## config.mk

```make
export PLATFORM = sky130hd
export DESIGN_NAME = joint_histogram_scheduler_flat
export DESIGN_NICKNAME = d
export VERILOG_FILES = /design/src/rtl/joint_histogram_scheduler_pkg.sv /design/src/rtl/joint_histogram_scheduler_if.sv /design/src/rtl/joint_histogram_scheduler_rmw.sv /design/src/rtl/joint_histogram_scheduler.sv /design/src/flat_wrapper.sv
export SDC_FILE = /design/constraint.sdc
export NUM_CORES = 1
export LEC_CHECK = 0
export ABC_AREA = 1
export CAP_MARGIN = 25
export CORE_MARGIN = 4
export CORE_UTILIZATION = 40
export CTS_CLUSTER_SIZE = 16
export DETAILED_ROUTE_END_ITERATION = 12
export PLACE_DENSITY_LB_ADDON = 0.3
export RECOVER_POWER = 50
export SETUP_SLACK_MARGIN = 0.4
export SLEW_MARGIN = 30
export SYNTH_ARGS = -nofsm -noshare
export SYNTH_HDL_FRONTEND = slang
export SYNTH_SLANG_ARGS = --single-unit
```

## constraint.sdc

```tcl
create_clock -name clk -period 3.2 [get_ports clk]
set_input_delay 0.48 -clock clk [delete_from_list [all_inputs] [get_ports clk]]
set_output_delay 0.48 -clock clk [all_outputs]
set_load 0.02 [all_outputs]
```

## src/rtl/joint_histogram_scheduler_pkg.sv

```systemverilog
`default_nettype none
// +----------------------------------------------------------------------------+
// | Package  : jh_pkg                                                          |
// | Purpose  : Shared types and sizing helpers for the joint-histogram         |
// |            scheduler (state enum, default widths, address/bin derivation). |
// | Revision : 1.0  initial release                                            |
// +----------------------------------------------------------------------------+
package jh_pkg;

  localparam int IDX_W_DEF = 4;
  localparam int CNT_W_DEF = 16;

  typedef enum logic [2:0] {
    IDLE  = 3'd0,
    CLEAR = 3'd1,
    COUNT = 3'd2,
    DRAIN = 3'd3,
    READ  = 3'd4
  } state_t;

  // Bin address is the concatenation {pix_a, pix_b}.
  function automatic int addr_w(input int idx_w);
    return 2 * idx_w;
  endfunction

  function automatic int nbins(input int idx_w);
    return 1 << (2 * idx_w);
  endfunction

endpackage
`default_nettype wire

```

## src/rtl/joint_histogram_scheduler_if.sv

```systemverilog
`default_nettype none
// +----------------------------------------------------------------------------+
// | Interface: joint_histogram_scheduler_if                                    |
// | Purpose  : Pixel-pair input stream, bin RAM port and bin output stream.    |
// |            slave  = scheduler side, master = surrounding environment.      |
// | Revision : 1.0  initial release                                            |
// +----------------------------------------------------------------------------+
interface joint_histogram_scheduler_if
  import jh_pkg::*;
#(
  parameter int IDX_W = IDX_W_DEF,
  parameter int CNT_W = CNT_W_DEF
);
  localparam int ADDR_W = addr_w(IDX_W);

  logic              pix_valid;
  logic              pix_ready;
  logic [IDX_W-1:0]  pix_a;
  logic [IDX_W-1:0]  pix_b;
  logic              pix_last;

  logic [ADDR_W-1:0] ram_raddr;
  logic [CNT_W-1:0]  ram_rdata;
  logic              ram_we;
  logic [ADDR_W-1:0] ram_waddr;
  logic [CNT_W-1:0]  ram_wdata;

  logic              out_valid;
  logic              out_ready;
  logic [ADDR_W-1:0] out_bin;
  logic [CNT_W-1:0]  out_count;
  logic              out_last;

  modport slave (
    input  pix_valid, pix_a, pix_b, pix_last, ram_rdata, out_ready,
    output pix_ready, ram_raddr, ram_we, ram_waddr, ram_wdata,
    output out_valid, out_bin, out_count, out_last
  );

  modport master (
    output pix_valid, pix_a, pix_b, pix_last, ram_rdata, out_ready,
    input  pix_ready, ram_raddr, ram_we, ram_waddr, ram_wdata,
    input  out_valid, out_bin, out_count, out_last
  );

endinterface
`default_nettype wire

```

## src/rtl/joint_histogram_scheduler_rmw.sv

```systemverilog
`default_nettype none
// +----------------------------------------------------------------------------+
// | Module   : jh_rmw_pipe                                                     |
// | Purpose  : Read-modify-write increment stage used while counting. Read is  |
// |            issued by the caller in the accept cycle; this stage writes     |
// |            base+1 one cycle later with a one-deep forward of the previous  |
// |            write. Macro JH_SATURATE_EN: saturate at max instead of wrap.   |
// | Revision : 1.0  initial release                                            |
// +----------------------------------------------------------------------------+
module jh_rmw_pipe #(
  parameter int ADDR_W = 8,
  parameter int CNT_W  = 16
) (
  input  logic              clk,
  input  logic              rst,
  input  logic              acc,
  input  logic [ADDR_W-1:0] addr,
  input  logic [CNT_W-1:0]  rdata,
  output logic              we,
  output logic [ADDR_W-1:0] waddr,
  output logic [CNT_W-1:0]  wdata
);

  logic              pend;
  logic [ADDR_W-1:0] pend_addr;
  logic              fwd_vld;
  logic [ADDR_W-1:0] fwd_addr;
  logic [CNT_W-1:0]  fwd_data;
  logic [CNT_W-1:0]  base;
  logic [CNT_W-1:0]  sum;

  // Hold the accepted pair's address until its read data returns.
  always_ff @(posedge clk or negedge rst) begin
    if (!rst) begin
      pend      <= 1'b0;
      pend_addr <= '0;
    end else begin
      pend <= acc;
      if (acc) pend_addr <= addr;
    end
  end

  // Keep the write issued this cycle: a read in the same cycle sees stale RAM.
  always_ff @(posedge clk or negedge rst) begin
    if (!rst) begin
      fwd_vld  <= 1'b0;
      fwd_addr <= '0;
      fwd_data <= '0;
    end else begin
      fwd_vld  <= pend;
      fwd_addr <= pend_addr;
      fwd_data <= sum;
    end
  end

  // Pick the freshest base value and increment it.
  always_comb begin
    base = (fwd_vld && (fwd_addr == pend_addr)) ? fwd_data : rdata;
`ifdef JH_SATURATE_EN
    sum = (base == '1) ? base : base + CNT_W'(1);
`else
    sum = base + CNT_W'(1);
`endif
  end

  // Write port stays quiet (all zero) when no increment is pending.
  always_comb begin
    we    = pend;
    waddr = pend ? pend_addr : '0;
    wdata = pend ? sum : '0;
  end

endmodule
`default_nettype wire

```

## src/rtl/joint_histogram_scheduler.sv

```systemverilog
`default_nettype none
// +----------------------------------------------------------------------------+
// | Module   : joint_histogram_scheduler                                       |
// | Purpose  : Clears the bin RAM, counts pixel pairs by read-modify-write,    |
// |            then streams every bin out through a 2-entry buffer.            |
// |            Macro JH_SATURATE_EN (in jh_rmw_pipe): saturating counts.       |
// | Revision : 1.0  initial release                                            |
// +----------------------------------------------------------------------------+
module joint_histogram_scheduler
  import jh_pkg::*;
#(
  parameter int IDX_W = IDX_W_DEF,
  parameter int CNT_W = CNT_W_DEF
) (
  input  logic                        clk,
  input  logic                        rst,
  input  logic                        start,
  output logic                        busy,
  output logic                        done,
  joint_histogram_scheduler_if.slave  bus
);

  localparam int ADDR_W = addr_w(IDX_W);
  localparam int NBINS  = nbins(IDX_W);
  localparam logic [ADDR_W-1:0] LAST_BIN = ADDR_W'(NBINS - 1);

  state_t            state;
  state_t            state_nx;
  logic [ADDR_W-1:0] clr_cnt;
  logic [ADDR_W:0]   rd_addr;
  logic              rd_pend;
  logic [1:0]        occ;
  logic [CNT_W-1:0]  cnt0;
  logic [CNT_W-1:0]  cnt1;
  logic [ADDR_W-1:0] bin_q;
  logic [2:0]        inflight;
  logic              acc;
  logic              pop;
  logic              issue;
  logic              pipe_we;
  logic [ADDR_W-1:0] pipe_waddr;
  logic [CNT_W-1:0]  pipe_wdata;

  assign acc = bus.pix_valid && (state == COUNT);
  assign pop = (occ != 2'd0) && bus.out_ready;

  // Output stream is the buffer head; bin index is a running counter.
  assign bus.out_valid = (occ != 2'd0);
  assign bus.out_count = cnt0;
  assign bus.out_bin   = bin_q;
  assign bus.out_last  = (occ != 2'd0) && (bin_q == LAST_BIN);

  jh_rmw_pipe #(.ADDR_W(ADDR_W), .CNT_W(CNT_W)) u_rmw (
    .clk   (clk),
    .rst   (rst),
    .acc   (acc),
    .addr  ({bus.pix_a, bus.pix_b}),
    .rdata (bus.ram_rdata),
    .we    (pipe_we),
    .waddr (pipe_waddr),
    .wdata (pipe_wdata)
  );

  // Next-state, RAM port muxing and read-issue decision.
  always_comb begin
    state_nx      = state;
    bus.pix_ready = (state == COUNT);
    busy          = (state != IDLE);
    bus.ram_raddr = '0;
    bus.ram_we    = pipe_we;
    bus.ram_waddr = pipe_waddr;
    bus.ram_wdata = pipe_wdata;
    // Reads in flight after this cycle's pop; never more than the buffer holds.
    inflight      = {1'b0, occ} + {2'b00, rd_pend} - {2'b00, pop};
    issue         = (state == READ) && !rd_addr[ADDR_W] && (inflight < 3'd2);
    case (state)
      IDLE:  if (start) state_nx = CLEAR;
      CLEAR: begin
        bus.ram_we    = 1'b1;
        bus.ram_waddr = clr_cnt;
        bus.ram_wdata = '0;
        if (clr_cnt == LAST_BIN) state_nx = COUNT;
      end
      COUNT: begin
        bus.ram_raddr = {bus.pix_a, bus.pix_b};
        if (acc && bus.pix_last) state_nx = DRAIN;
      end
      DRAIN: state_nx = READ;
      READ: begin
        bus.ram_raddr = rd_addr[ADDR_W-1:0];
        if (pop && bus.out_last) state_nx = IDLE;
      end
      default: state_nx = IDLE;
    endcase
  end

  // State register and registered done pulse.
  always_ff @(posedge clk or negedge rst) begin
    if (!rst) begin
      state <= IDLE;
      done  <= 1'b0;
    end else begin
      state <= state_nx;
      done  <= (state == READ) && (state_nx == IDLE);
    end
  end

  // Clear address counter; wraps back to zero after the last bin.
  always_ff @(posedge clk or negedge rst) begin
    if (!rst) clr_cnt <= '0;
    else if (state == CLEAR) clr_cnt <= clr_cnt + ADDR_W'(1);
    else clr_cnt <= '0;
  end

  // Readout: issue reads in order and absorb 1-cycle latency in a 2-deep buffer.
  always_ff @(posedge clk or negedge rst) begin
    if (!rst) begin
      rd_addr <= '0;
      rd_pend <= 1'b0;
      occ     <= 2'd0;
      cnt0    <= '0;
      cnt1    <= '0;
      bin_q   <= '0;
    end else if (state != READ) begin
      rd_addr <= '0;
      rd_pend <= 1'b0;
      occ     <= 2'd0;
      bin_q   <= '0;
    end else begin
      rd_addr <= rd_addr + (ADDR_W + 1)'(issue);
      rd_pend <= issue;
      bin_q   <= bin_q + ADDR_W'(pop);
      case ({rd_pend, pop})
        2'b10: begin
          if (occ == 2'd0) cnt0 <= bus.ram_rdata;
          else cnt1 <= bus.ram_rdata;
          occ <= occ + 2'd1;
        end
        2'b01: begin
          cnt0 <= cnt1;
          occ  <= occ - 2'd1;
        end
        2'b11: begin
          if (occ == 2'd1) begin
            cnt0 <= bus.ram_rdata;
          end else begin
            cnt0 <= cnt1;
            cnt1 <= bus.ram_rdata;
          end
        end
        default: ;
      endcase
    end
  end

endmodule
`default_nettype wire

```

## src/flat_wrapper.sv

```systemverilog
// flat-port wrapper written by rule: the top's interface ports become plain ports
module joint_histogram_scheduler_flat import jh_pkg::*;
#(
  parameter int IDX_W = IDX_W_DEF,
  parameter int CNT_W = CNT_W_DEF
)
  (clk, rst, start, busy, done, bus_pix_valid, bus_pix_a, bus_pix_b, bus_pix_last, bus_ram_rdata, bus_out_ready, bus_pix_ready, bus_ram_raddr, bus_ram_we, bus_ram_waddr, bus_ram_wdata, bus_out_valid, bus_out_bin, bus_out_count, bus_out_last);
  joint_histogram_scheduler_if #(.IDX_W(IDX_W), .CNT_W(CNT_W)) bus_i ();
  input  logic clk;
  input  logic rst;
  input  logic start;
  output logic busy;
  output logic done;
  input wire logic [$bits(bus_i.pix_valid)-1:0] bus_pix_valid;
  input wire logic [$bits(bus_i.pix_a)-1:0] bus_pix_a;
  input wire logic [$bits(bus_i.pix_b)-1:0] bus_pix_b;
  input wire logic [$bits(bus_i.pix_last)-1:0] bus_pix_last;
  input wire logic [$bits(bus_i.ram_rdata)-1:0] bus_ram_rdata;
  input wire logic [$bits(bus_i.out_ready)-1:0] bus_out_ready;
  output wire logic [$bits(bus_i.pix_ready)-1:0] bus_pix_ready;
  output wire logic [$bits(bus_i.ram_raddr)-1:0] bus_ram_raddr;
  output wire logic [$bits(bus_i.ram_we)-1:0] bus_ram_we;
  output wire logic [$bits(bus_i.ram_waddr)-1:0] bus_ram_waddr;
  output wire logic [$bits(bus_i.ram_wdata)-1:0] bus_ram_wdata;
  output wire logic [$bits(bus_i.out_valid)-1:0] bus_out_valid;
  output wire logic [$bits(bus_i.out_bin)-1:0] bus_out_bin;
  output wire logic [$bits(bus_i.out_count)-1:0] bus_out_count;
  output wire logic [$bits(bus_i.out_last)-1:0] bus_out_last;
  assign bus_i.pix_valid = bus_pix_valid;
  assign bus_i.pix_a = bus_pix_a;
  assign bus_i.pix_b = bus_pix_b;
  assign bus_i.pix_last = bus_pix_last;
  assign bus_i.ram_rdata = bus_ram_rdata;
  assign bus_i.out_ready = bus_out_ready;
  assign bus_pix_ready = bus_i.pix_ready;
  assign bus_ram_raddr = bus_i.ram_raddr;
  assign bus_ram_we = bus_i.ram_we;
  assign bus_ram_waddr = bus_i.ram_waddr;
  assign bus_ram_wdata = bus_i.ram_wdata;
  assign bus_out_valid = bus_i.out_valid;
  assign bus_out_bin = bus_i.out_bin;
  assign bus_out_count = bus_i.out_count;
  assign bus_out_last = bus_i.out_last;
  joint_histogram_scheduler #(.IDX_W(IDX_W), .CNT_W(CNT_W)) u_core (.clk(clk), .rst(rst), .start(start), .busy(busy), .done(done), .bus(bus_i));
endmodule
```

==> impl_metrics.yaml, run 1 <==
timing:
  clock_skew_ps: 11.8
  max_slew_margin_pct: 4.25
  setup_violations: 0
  hold_slack_ps: 466
  fin_ws_ps: 22.1
  tightest_slew_ps: 1440
  hold_viol: 0
  fin_crit_sh_pct: 99.3
  min_period_ps: 3180
  grt_setup_unrepaired: "yes"
  fmax_mhz: 315
  slew_violations: 0
  setup_tns_ps: 0
layout:
  finalInstanceArea_sq_um: 8020
  drive_above_1_share_pct: 31.7
  final_common_cell: "nand2_1"
  postLayoutCoreUtil_pct: 63.0
  area_delta_synth_final_pct: 52.5
  antenna_cells: 0
  regArea_sq_um: 2450
  final_cell_mix: "105 x nand2_1, 98 x dfrtp_1, 76 x inv_1"
  final_cell_count_no_fill: 1013
  nets: 876
  multiInputGateArea_sq_um: 2900
  nFillCells: 1060
setup_path:
  worstSetupPathType: "register to output pin"
  reg2regPathDepth: 20
  r2r_slack_ps: 100
  cp_max_fo: 6
  end_kind: "output pin"
  cp_data_required_time_ps: 2720
  reg2reg_to: "u_core.rd_addr[6]"
  crit_arrival_ps: 2700
  cp-start-kind: "register"
  r2r_start: "u_core.occ[1]"
routing:
  drt_first_pass_iters: 7
  wirelength_um: 17000
  drc_errors: 0
  via_per_inst: 5.26
  drtIter0Drc: 486
  ant_nets: 0
  post_drt_wl_per_cell_um: 16.8
  vias: 5325
logic_synthesis:
  synth_area_sq_um: 5260
  synth_xor_area_share_pct: 1.14
  synthMuxAreaShare_pct: 0.857
  seq_area_frac_synth_pct: 46.7
  synth-adder-area-share_pct: 2.52
  synthDistinctLibCells: 39
  ys_ff_latch: 98
  avgSynthCellArea_sq_um: 7.90
  synth_cells: 665
  yosys.area_share.simple_pct: 29.9
  synth_top_family_by_area: "simple AND/OR/NAND/NOR gates"
  synth_warnings: 0
  synth_compound_area_share_pct: 9.95
  synth_nets: 705
power:
  power_mw: 2.94
  swShare_pct: 27.5
  p_int_mw: 2.13
  switchingPower_mw: 0.808
  pwr-share-seq_pct: 45.5
  p_comb_share_pct: 16.4
  p_leak_nw: 3.62
  p_per_area_nw_per_um2: 366
  p_clk_share_pct: 38.1
  peakVddDrop_mv: 0.216
die:
  rows: 41
  start_util_pct: 41.3
  die-area_sq_um: 15000
  core-area_sq_um: 12700
  die_w_um: 123
  die_height_um: 123
  pin_count: 92
placed_design:
  placed_cell_area_sq_um: 6510
  post-place-cells: 927
  globalplace.congestion: 0.890
  dp_hpwl_um: 9990
  port_buffers: 91
  pre_cts_slack_ps: -305
clock_network:
  cts_root_buffer: "clkbuf_16"
  h-tree-depth: 3
  clockBufferDepth: 2
  insertion_delay_ps: 350
  clock_sinks: 98
  cts_tree: "done"
  cts_buffers: 9
  clkTransAtPathRegs_ps: 70
global_route:
  grt.overflow.total: 0
  grt_max_degree: 57
  track_usage_pct: 21.3
  grt_pass1_vias: 5041
  grt_pass1_wl_um: 25100
  antenna_found_initial: 0
run_status:
  outcome: "finished clean"
flow_run:
  max_cap_viol_count: 0
min_path:
  hp-class: "input pin to asynchronous set/reset pin"
-- synth_stat cells (all sizes together) --
| library cell | instances | area, sq um |
|---|---|---|
| clkbuf | 14 | 52.6 |
| inv | 94 | 353 |
| nand3 | 51 | 315 |
| nor4 | 5 | 31.3 |
| nor3b | 1 | 7.51 |
| a31o | 1 | 8.76 |
| and2b | 1 | 7.51 |
| a31oi | 21 | 131 |
| nand3b | 9 | 67.6 |
| a21oi | 27 | 135 |
| and3 | 1 | 6.26 |
| a2111oi | 1 | 27.5 |
| nand2 | 163 | 639 |
| mux2 | 4 | 45.0 |
| a21boi | 1 | 11.3 |
| or2 | 4 | 25.0 |
| clkinv | 1 | 3.75 |
| buf | 8 | 63.8 |
| nor3 | 8 | 40.0 |
| xor2 | 6 | 60.1 |
| o21a | 1 | 7.51 |
| nor2 | 93 | 404 |
| fa | 1 | 20.0 |
| o22ai | 9 | 56.3 |
| ha | 9 | 113 |
| o21ai | 29 | 145 |
| nand4 | 4 | 25.0 |
| dfrtp | 98 | 2450 |
-- kinds of logic (layout without fill, tap and decap cells) --
logic type      after synthesis  in the layout
compound gates               90             90
xor+xnor                      6              6
fa+ha+maj                    10             10
buf+inv                     117            290
flops                        98             98
mux                           4              4
simple gates                340            343
-- worst max-delay path, stage by stage, from the launching register on --
cell	delay, ps
dfrtp_1	410
nand2_1	100
nand3_2	130
inv_2	100
nand2_2	70
nor2_4	110
buf_12	130
buf_12	110
buf_12	140
nand3_2	70
nand2_2	120
nand2_4	90
inv_2	80
nand2_1	70
nor2_2	140
nand2_1	60
nand2_1	70
nand2_2	80
nor2_2	110
buf_6	130
-- final cells by class --
| cell class | instances | share of cell area [%] |
|---|---|---|
| well taps | 172 | 2.68 |
| repair buffers | 179 | 22.1 |
| inverters | 95 | 4.59 |
| flip-flops and latches | 98 | 30.6 |
| multi-input cells | 453 | 36.2 |
| clock inverters | 5 | 0.749 |
| clock buffers | 11 | 3.03 |
-- power by group through the flow --
| stage | registers [mW] | clock network (mW) | logic [mW] |
|---|---|---|---|
| 6_report | 1.34 | 1.12 | 0.481 |
| 5_1_grt | 1.34 | 1.19 | 0.519 |
| 4_1_cts | 1.33 | 1.14 | 0.444 |
| 3_5_place_dp | 1.35 | 0 | 0.416 |
| 3_3_place_gp | 1.35 | 0 | 0.406 |
| 2_1_floorplan | 1.36 | 0 | 0.204 |
-- state kept, by name, indices dropped and copies added, names as in the netlist --
name,flops
u_core.rd_addr,9
u_core.done,1
u_core.u_rmw.we,1
u_core.bus.out_bin,8
u_core.rd_pend,1
u_core.u_rmw.fwd_addr,8
u_core.bus.out_count,16
u_core.cnt1,16
u_core.clr_cnt,8
u_core.u_rmw.pend_addr,8
u_core.u_rmw.fwd_vld,1
u_core.u_rmw.fwd_data,16
u_core.state,3
u_core.occ,2
-- worst max-delay path by stage --
stage | from | to | slack, ps | cells past startpoint
floorplan | u_core.occ[1] | u_core.rd_addr[8] | 190 | 19
global placement | bus_out_ready | u_core.rd_addr[8] | -220 | 17
detailed placement | bus_out_ready | u_core.rd_addr[8] | -310 | 18
CTS | u_core.occ[1] | u_core.rd_addr[8] | 150 | 19
global route | u_core.u_rmw.pend_addr[1] | bus_ram_wdata[15] | -100 | 18
finish | u_core.u_rmw.pend_addr[1] | bus_ram_wdata[15] | 20 | 19
-- what timing repair did --
action / CTS / global route
buffers inserted: 48 / 15
hold endpoints to repair: 0 / 0
pin swaps: 45 / 60
gates resized for setup: 158 / 84
endpoints found under the setup margin: 23 / 26
hold buffers: 0 / 0
gates cloned: 7 / 0
-- routing by layer --
| metal | part of all wire, % | routed length [um] | global-route usage [%] | up-vias |
|---|---|---|---|---|
| met5 | 0 | 0 | 0 | - |
| li1 | - | - | - | 2485 |
| met2 | 49 | 8380 | 35.4 | 241 |
| met4 | 3.7 | 633 | 10.6 | 0 |
| met1 | 41 | 6970 | 27.0 | 2543 |
| met3 | 6.1 | 1040 | 3.36 | 56 |
Power figures use the tool's default switching activity.
==> run 2, diff against run 1 <==
--- a/config.mk
+++ b/config.mk
@@ -8,7 +8,8 @@
 export ABC_AREA = 1
 export CAP_MARGIN = 25
 export CORE_MARGIN = 4
-export CORE_UTILIZATION = 40
+export CORE_UTILIZATION = 50
+export CTS_BUF_LIST = sky130_fd_sc_hd__clkbuf_8
 export CTS_CLUSTER_SIZE = 16
 export DETAILED_ROUTE_END_ITERATION = 12
 export PLACE_DENSITY_LB_ADDON = 0.3
==> run 2 against run 1 <==
  * The flow now finishes with violations (setup timing)
  * Power is 11% lower
  * Register-to-register slack worse by 130 ps
  * Via count is 1.4% lower
  * Non-clock buffer count is 20 lower
  * Die area is 19% lower
  * Wire length is 9.0% lower
  * Worst setup slack worse by 140 ps
==> impl_metrics.yaml, run 2 (synthesis gave the netlist of run 1 again) <==
placed_design:
  dp_hpwl_um: 9520
  port_buffers: 91
  globalplace.congestion: 0.871
  post-place-cells: 889
layout:
  final_common_cell: "nand2_1"
  postLayoutCoreUtil_pct: 72.3
  nets: 854
  antenna_cells: 0
  final_cell_mix: "123 x nand2_1, 98 x dfrtp_1, 77 x inv_1"
  drive_above_1_share_pct: 27.6
  area_delta_synth_final_pct: 41.3
  final_cell_count_no_fill: 955
timing:
  fin_ws_ps: -122
  setup_violations: 6
  fin_crit_sh_pct: 104
  fmax_mhz: 301
  min_period_ps: 3320
  hold_viol: 0
  grt_setup_unrepaired: "yes"
  max_slew_margin_pct: 12.3
  clock_skew_ps: 9.90
  tightest_slew_ps: 1320
  slew_violations: 0
clock_network:
  clkTransAtPathRegs_ps: 100
  clockBufferDepth: 2
  insertion_delay_ps: 370
  cts_root_buffer: "clkbuf_8"
  cts_tree: "done"
  cts_buffers: 9
  h-tree-depth: 3
  clock_sinks: 98
global_route:
  track_usage_pct: 23.9
  grtUsageMet3_pct: 3.73
  grt.busiest_layer: "met2"
  grt.overflow.total: 0
  antenna_found_initial: 0
  grt_max_degree: 51
  grt_use_met1_pct: 32.8
  grt_pass1_wl_um: 24300
  grt_use_met2_pct: 38.6
  grt_pass1_vias: 5087
die:
  die_w_um: 111
  pin_count: 92
  rows: 37
  core-area_sq_um: 10300
  die_height_um: 111
  die-area_sq_um: 12200
  start_util_pct: 51.1
power:
  peakVddDrop_mv: 0.191
  p_per_area_nw_per_um2: 352
  p_leak_nw: 3.47
routing:
  wirelength_um: 15500
  via_per_inst: 5.50
  drc_errors: 0
  post_drt_wl_per_cell_um: 16.2
  vias: 5249
  ant_nets: 0
  drt_first_pass_iters: 8
  drtIter0Drc: 429
setup_path:
  end_kind: "output pin"
  cp-start-kind: "register"
  cp_data_required_time_ps: 2720
  crit_top_cell: "nand2_1"
  crit_arrival_ps: 2840
  cpMaxStageDelayCell: "dfrtp_1"
  worstSetupPathType: "register to output pin"
  crit_chain: "nand2_1 > nand2_1 > nor2_1 > nand2_1 > nor2_4 > buf_6 > buf_16 > buf_2 > nand3b_1 > nand2_1 > nor2_1 > nand2_1 > nor2_2 > nand2_1 > nand2_1 > nand2_1 > nor2_2 > buf_2"
  cp_max_fo: 6
  max_stage_delay_ps: 430
run_status:
  outcome: "complete, but fails checks"
  violations: "setup timing"
flow_run:
  max_cap_viol_count: 0
min_path:
  hp-class: "input pin to asynchronous set/reset pin"
## run 2: changes by cell type in the layout (fill, tap and decap cells not counted), sizes merged
cell | previous run | this run
dlymetal6s2s | 1 | 2
buf | 90 | 81
clkbuf | 24 | 13
dlygate4sd2 | 1 | 0
nand3 | 54 | 52
clkinv | 2 | 4
bufbuf | 2 | 0
## run 2: path summary, 6_finish.rpt
| path | from | endpoint | slack [ps] | cells past startpoint |
|---|---|---|---|---|
| max | u_core.u_rmw.pend_addr[3] | bus_ram_wdata[15] | -120 | 18 |
| min | rst | u_core.clr_cnt[4] | 390 | 1 |
| max reg2reg | u_core.occ[1] | u_core.rd_addr[8] | -30 | 19 |
| min reg2reg | u_core.u_rmw.pend_addr[5] | u_core.u_rmw.fwd_addr[5] | 460 | 0 |
| max in group asynchronous | rst | u_core.u_rmw.fwd_data[10] | 1920 | 2 |
| min in group clk | u_core.u_rmw.pend_addr[5] | u_core.u_rmw.fwd_addr[5] | 460 | 0 |
## run 2: timing repair
item | 4_1_cts | 5_1_grt
buffers inserted | 36 | 12
pin swaps | 28 | 32
resized for setup | 125 | 73
hold buffers | 0 | 0
endpoints found under the setup margin | 27 | 37
cloned | 2 | 0
## run 2: stage by stage
step	power, mW	cell area, sq um	setup slack, ps	hold WS (ps)	setup TNS, ps
detailed placement	1.77	6450	-372	432	-795
global placement	1.75	6450	-201	430	-225
floorplan	1.56	5320	186	184	0
finish	2.62	7430	-122	394	-354
global route	2.73	7430	-243	488	-2150
CTS	2.60	7130	60.4	155	0
## run 2: area by class of cell
class | count | area, sq um
multi-input cells | 451 | 2740
clock buffers | 9 | 124
flip-flops and latches | 98 | 2450
clock inverters | 7 | 73.8
well taps | 136 | 170
fillers | 765 | 2850
inverters | 95 | 368
repair buffers | 159 | 1500
## run 2: report_power, final
| group | internal, mW | switching [mW] |
|---|---|---|
| clock network | 0.368 | 0.465 |
| logic | 0.195 | 0.259 |
| registers | 1.29 | 0.0374 |
| total | 1.85 | 0.762 |
## run 2: layer usage
layer | wire (um) | share of wire, % | vias to the layer above
met5 | 0 | 0 | -
met4 | 408 | 2.6 | 0
met3 | 903 | 5.8 | 39
met2 | 7440 | 48 | 232
met1 | 6750 | 44 | 2554
li1 | - | - | 2424
## run 2: worst max-delay path: cells and delay by family, from the launching register on
family,cells,cell delay [ps]
buf+inv,4,570
simple gates,14,1470
flops,1,430
==> run 3, diff against run 2 <==
--- a/config.mk
+++ b/config.mk
@@ -8,14 +8,16 @@
 export ABC_AREA = 1
 export CAP_MARGIN = 25
 export CORE_MARGIN = 4
-export CORE_UTILIZATION = 50
+export CORE_UTILIZATION = 51
 export CTS_BUF_LIST = sky130_fd_sc_hd__clkbuf_8
 export CTS_CLUSTER_SIZE = 16
 export DETAILED_ROUTE_END_ITERATION = 12
+export HOLD_SLACK_MARGIN = 0.06
 export PLACE_DENSITY_LB_ADDON = 0.3
 export RECOVER_POWER = 50
 export SETUP_SLACK_MARGIN = 0.4
 export SLEW_MARGIN = 30
 export SYNTH_ARGS = -nofsm -noshare
 export SYNTH_HDL_FRONTEND = slang
+export SYNTH_HIERARCHICAL = 1
 export SYNTH_SLANG_ARGS = --single-unit
==> run 3 against run 2 <==
  * The run still ends with setup timing left
  * Power is 7.6% higher
  * Design area increased by 7.2%
  * Highest routed layer unchanged
  * Register-to-register slack gained 600 ps
  * Area after synthesis is 9.7% higher
  * Die area increased by 7.0%
  * Critical endpoint is now bus_ram_wdata[13]
  * Clock skew grew 1.0 ps
  * Sequential share of layout area is 2.2 points lower
  * Global-route usage is 1.1 points lower
  * Worst hold slack gained 34 ps
  * Wire length rose by 3.3%
  * Via count grew 7.6%
==> impl_metrics.yaml, run 3 <==
global_route:
  grt_pass1_wl_um: 24200
  grt_max_degree: 57
  track_usage_pct: 22.8
  antenna_found_initial: 0
  grt_pass1_vias: 5132
  grt.overflow.total: 0
flow_run:
  max_cap_viol_count: 0
clock_network:
  insertion_delay_ps: 370
  cts-hold-fix-buffers: 0
  cts_buffers: 9
  clock_sinks: 98
  h-tree-depth: 3
  cts_tree: "done"
  cts_root_buffer: "clkbuf_8"
  clockBufferDepth: 2
  clkTransAtPathRegs_ps: 90
die:
  core-area_sq_um: 10900
  die_height_um: 114
  pin_count: 92
  rows: 38
  start_util_pct: 52.7
  die_w_um: 114
  die-area_sq_um: 13100
setup_path:
  cp-start-kind: "register"
  end_kind: "output pin"
  cp_data_required_time_ps: 2720
  reg2regPathDepth: 17
  crit_arrival_ps: 2790
  cp-startpoint: "u_core/u_rmw/pend_addr[0]"
  r2r_slack_ps: 570
  reg2reg_to: "u_core/rd_addr[5]"
  r2r_start: "u_core/occ[1]"
  cp_max_fo: 11
  worstSetupPathType: "register to output pin"
  critPathCapture: "bus_ram_wdata[13]"
logic_synthesis:
  yosys-top-cells-count: "307 x nand2_1, 129 x inv_1, 98 x dfrtp_1, 72 x nand3_1, 63 x nor2_1"
  synth_warnings: 6
  synth_nets: 854
  yosysMostFrequentCell: "nand2_1"
  synthDistinctLibCells: 36
  synth_edf_count: 0
  seq_area_frac_synth_pct: 42.5
  synth_area_leaders: "dfrtp_1 43%, nand2_1 20%, inv_1 8.4%"
  synth_area_sq_um: 5770
  avgSynthCellArea_sq_um: 7.07
  ys_ff_latch: 98
  synth_cells: 815
  synthDominantCellAreaShare_pct: 42.5
  async_reset_ff_share_pct: 100
  synth_flop_cell: "dfrtp_1"
  synth_top_area_cell: "dfrtp_1"
run_status:
  violations: "setup timing"
  outcome: "complete, but fails checks"
timing:
  hold_viol: 0
  hold_slack_ps: 428
  clock_skew_ps: 10.9
  min_period_ps: 3270
  tightest_slew_ps: 1400
  fmax_mhz: 306
  slew_violations: 0
  fin_crit_sh_pct: 102
  setup_tns_ps: -181
  setup_violations: 6
  fin_ws_ps: -66.1
  max_slew_margin_pct: 6.38
  grt_setup_unrepaired: "yes"
layout:
  postLayoutCoreUtil_pct: 72.8
  final_common_cell: "nand2_1"
  nets: 1006
  antenna_cells: 0
  finalInstanceArea_sq_um: 7960
  area_delta_synth_final_pct: 38.0
  final_cell_mix: "269 x nand2_1, 118 x inv_1, 98 x dfrtp_1"
  drive_above_1_share_pct: 23.5
routing:
  post_drt_wl_per_cell_um: 14.4
  drtIter0Drc: 370
  drt_first_pass_iters: 5
  ant_nets: 0
  via_per_inst: 5.08
  wirelength_um: 16000
  vias: 5648
  drc_errors: 0
power:
  p_leak_nw: 4.16
  p_per_area_nw_per_um2: 354
  peakVddDrop_mv: 0.300
placed_design:
  port_buffers: 91
  placed_cell_area_sq_um: 6970
  globalplace.congestion: 0.886
  dp_hpwl_um: 9890
min_path:
  hp-class: "input pin to asynchronous set/reset pin"
-- run 3: worst min path at each step --
stage               startpoint                    end  slack [ps]  cells past startpoint
2_1_floorplan              rst  u_core/bus.out_bin[0]         180                      0
3_3_place_gp    u_core/cnt1[4]         u_core/cnt1[4]         450                      2
3_5_place_dp   u_core/cnt1[12]        u_core/cnt1[12]         460                      2
4_1_cts                    rst  u_core/bus.out_bin[3]         170                      1
5_1_grt                    rst  u_core/bus.out_bin[3]         520                      1
6_report                   rst  u_core/bus.out_bin[3]         430                      1
-- run 3: critical path, stage by stage (launching register included) --
cell and delay [ps]:
dfrtp_1 390, inv_2 50, or2_1 240, nand3_2 100, nor2_4 50, buf_12 140, nand2_8 110, buf_12 110
buf_16 120, nand2_2 70, nand2_4 110, buf_6 100, nand2_1 60, nor2_2 150, nand3_2 120, nand2_2 90
nand2_2 60, nor2_1 100, nand2_1 60, inv_1 70, buf_6 110
-- run 3: per-layer routing --
metal  vias up  part of all wire, %  GRT usage [%]
met5         -                    0              0
met4         0                  2.2           5.78
met3        35                  5.4           3.44
met2       184                   49           37.0
met1      2660                   44           32.1
li1       2769                    -              -
-- run 3: cell families (layout without fill, tap and decap cells) --
family                     count (synthesis)  in the layout  share of synthesized area (%)
and+or+nand+nor                          503            503                           38.8
muxes                                      1              1                          0.195
xor gates and xnor gates                   6              6                          0.911
adders and majority gates                  9              9                           2.08
DFF                                       98             98                           42.5
buffers and inverters                    159            316                           11.6
AOI/OAI and AO/OA                         39             39                           3.84
-- run 3: timing repair --
action / 4_1_cts / 5_1_grt
buffers inserted: 17 / 18
gates cloned: 3 / 0
endpoints found under the hold margin: 0 / 0
pin swaps: 24 / 48
endpoints found under the setup margin: 25 / 27
resized for setup: 120 / 93
-- run 3: final cells by class --
type	instances	area, sq um
Clock inverter	6	81.3
Fill cell	827	2980
Multi-Input combinational cell	558	3000
Sequential cell	98	2450
Timing Repair Buffer	165	1590
Clock buffer	10	138
Inverter	135	517
Tap cell	140	175
-- run 3: metrics by stage --
step           setup slack [ps]  power (mW)  std cells
6_report                  -66.1        2.82       1112
5_1_grt                    -297        2.95       1112
4_1_cts                    25.2        2.78       1094
3_5_place_dp              -77.4        1.86       1058
3_3_place_gp              -61.7        1.85       1058
2_1_floorplan               474        1.62        815
-- run 3: where the power goes --
| group | switching, mW | total, mW | internal (mW) | leakage, nW |
|---|---|---|---|---|
| registers | 0.0517 | 1.36 | 1.30 | 1.24 |
| clock network | 0.439 | 0.897 | 0.458 | 0.119 |
| logic | 0.318 | 0.563 | 0.245 | 2.80 |
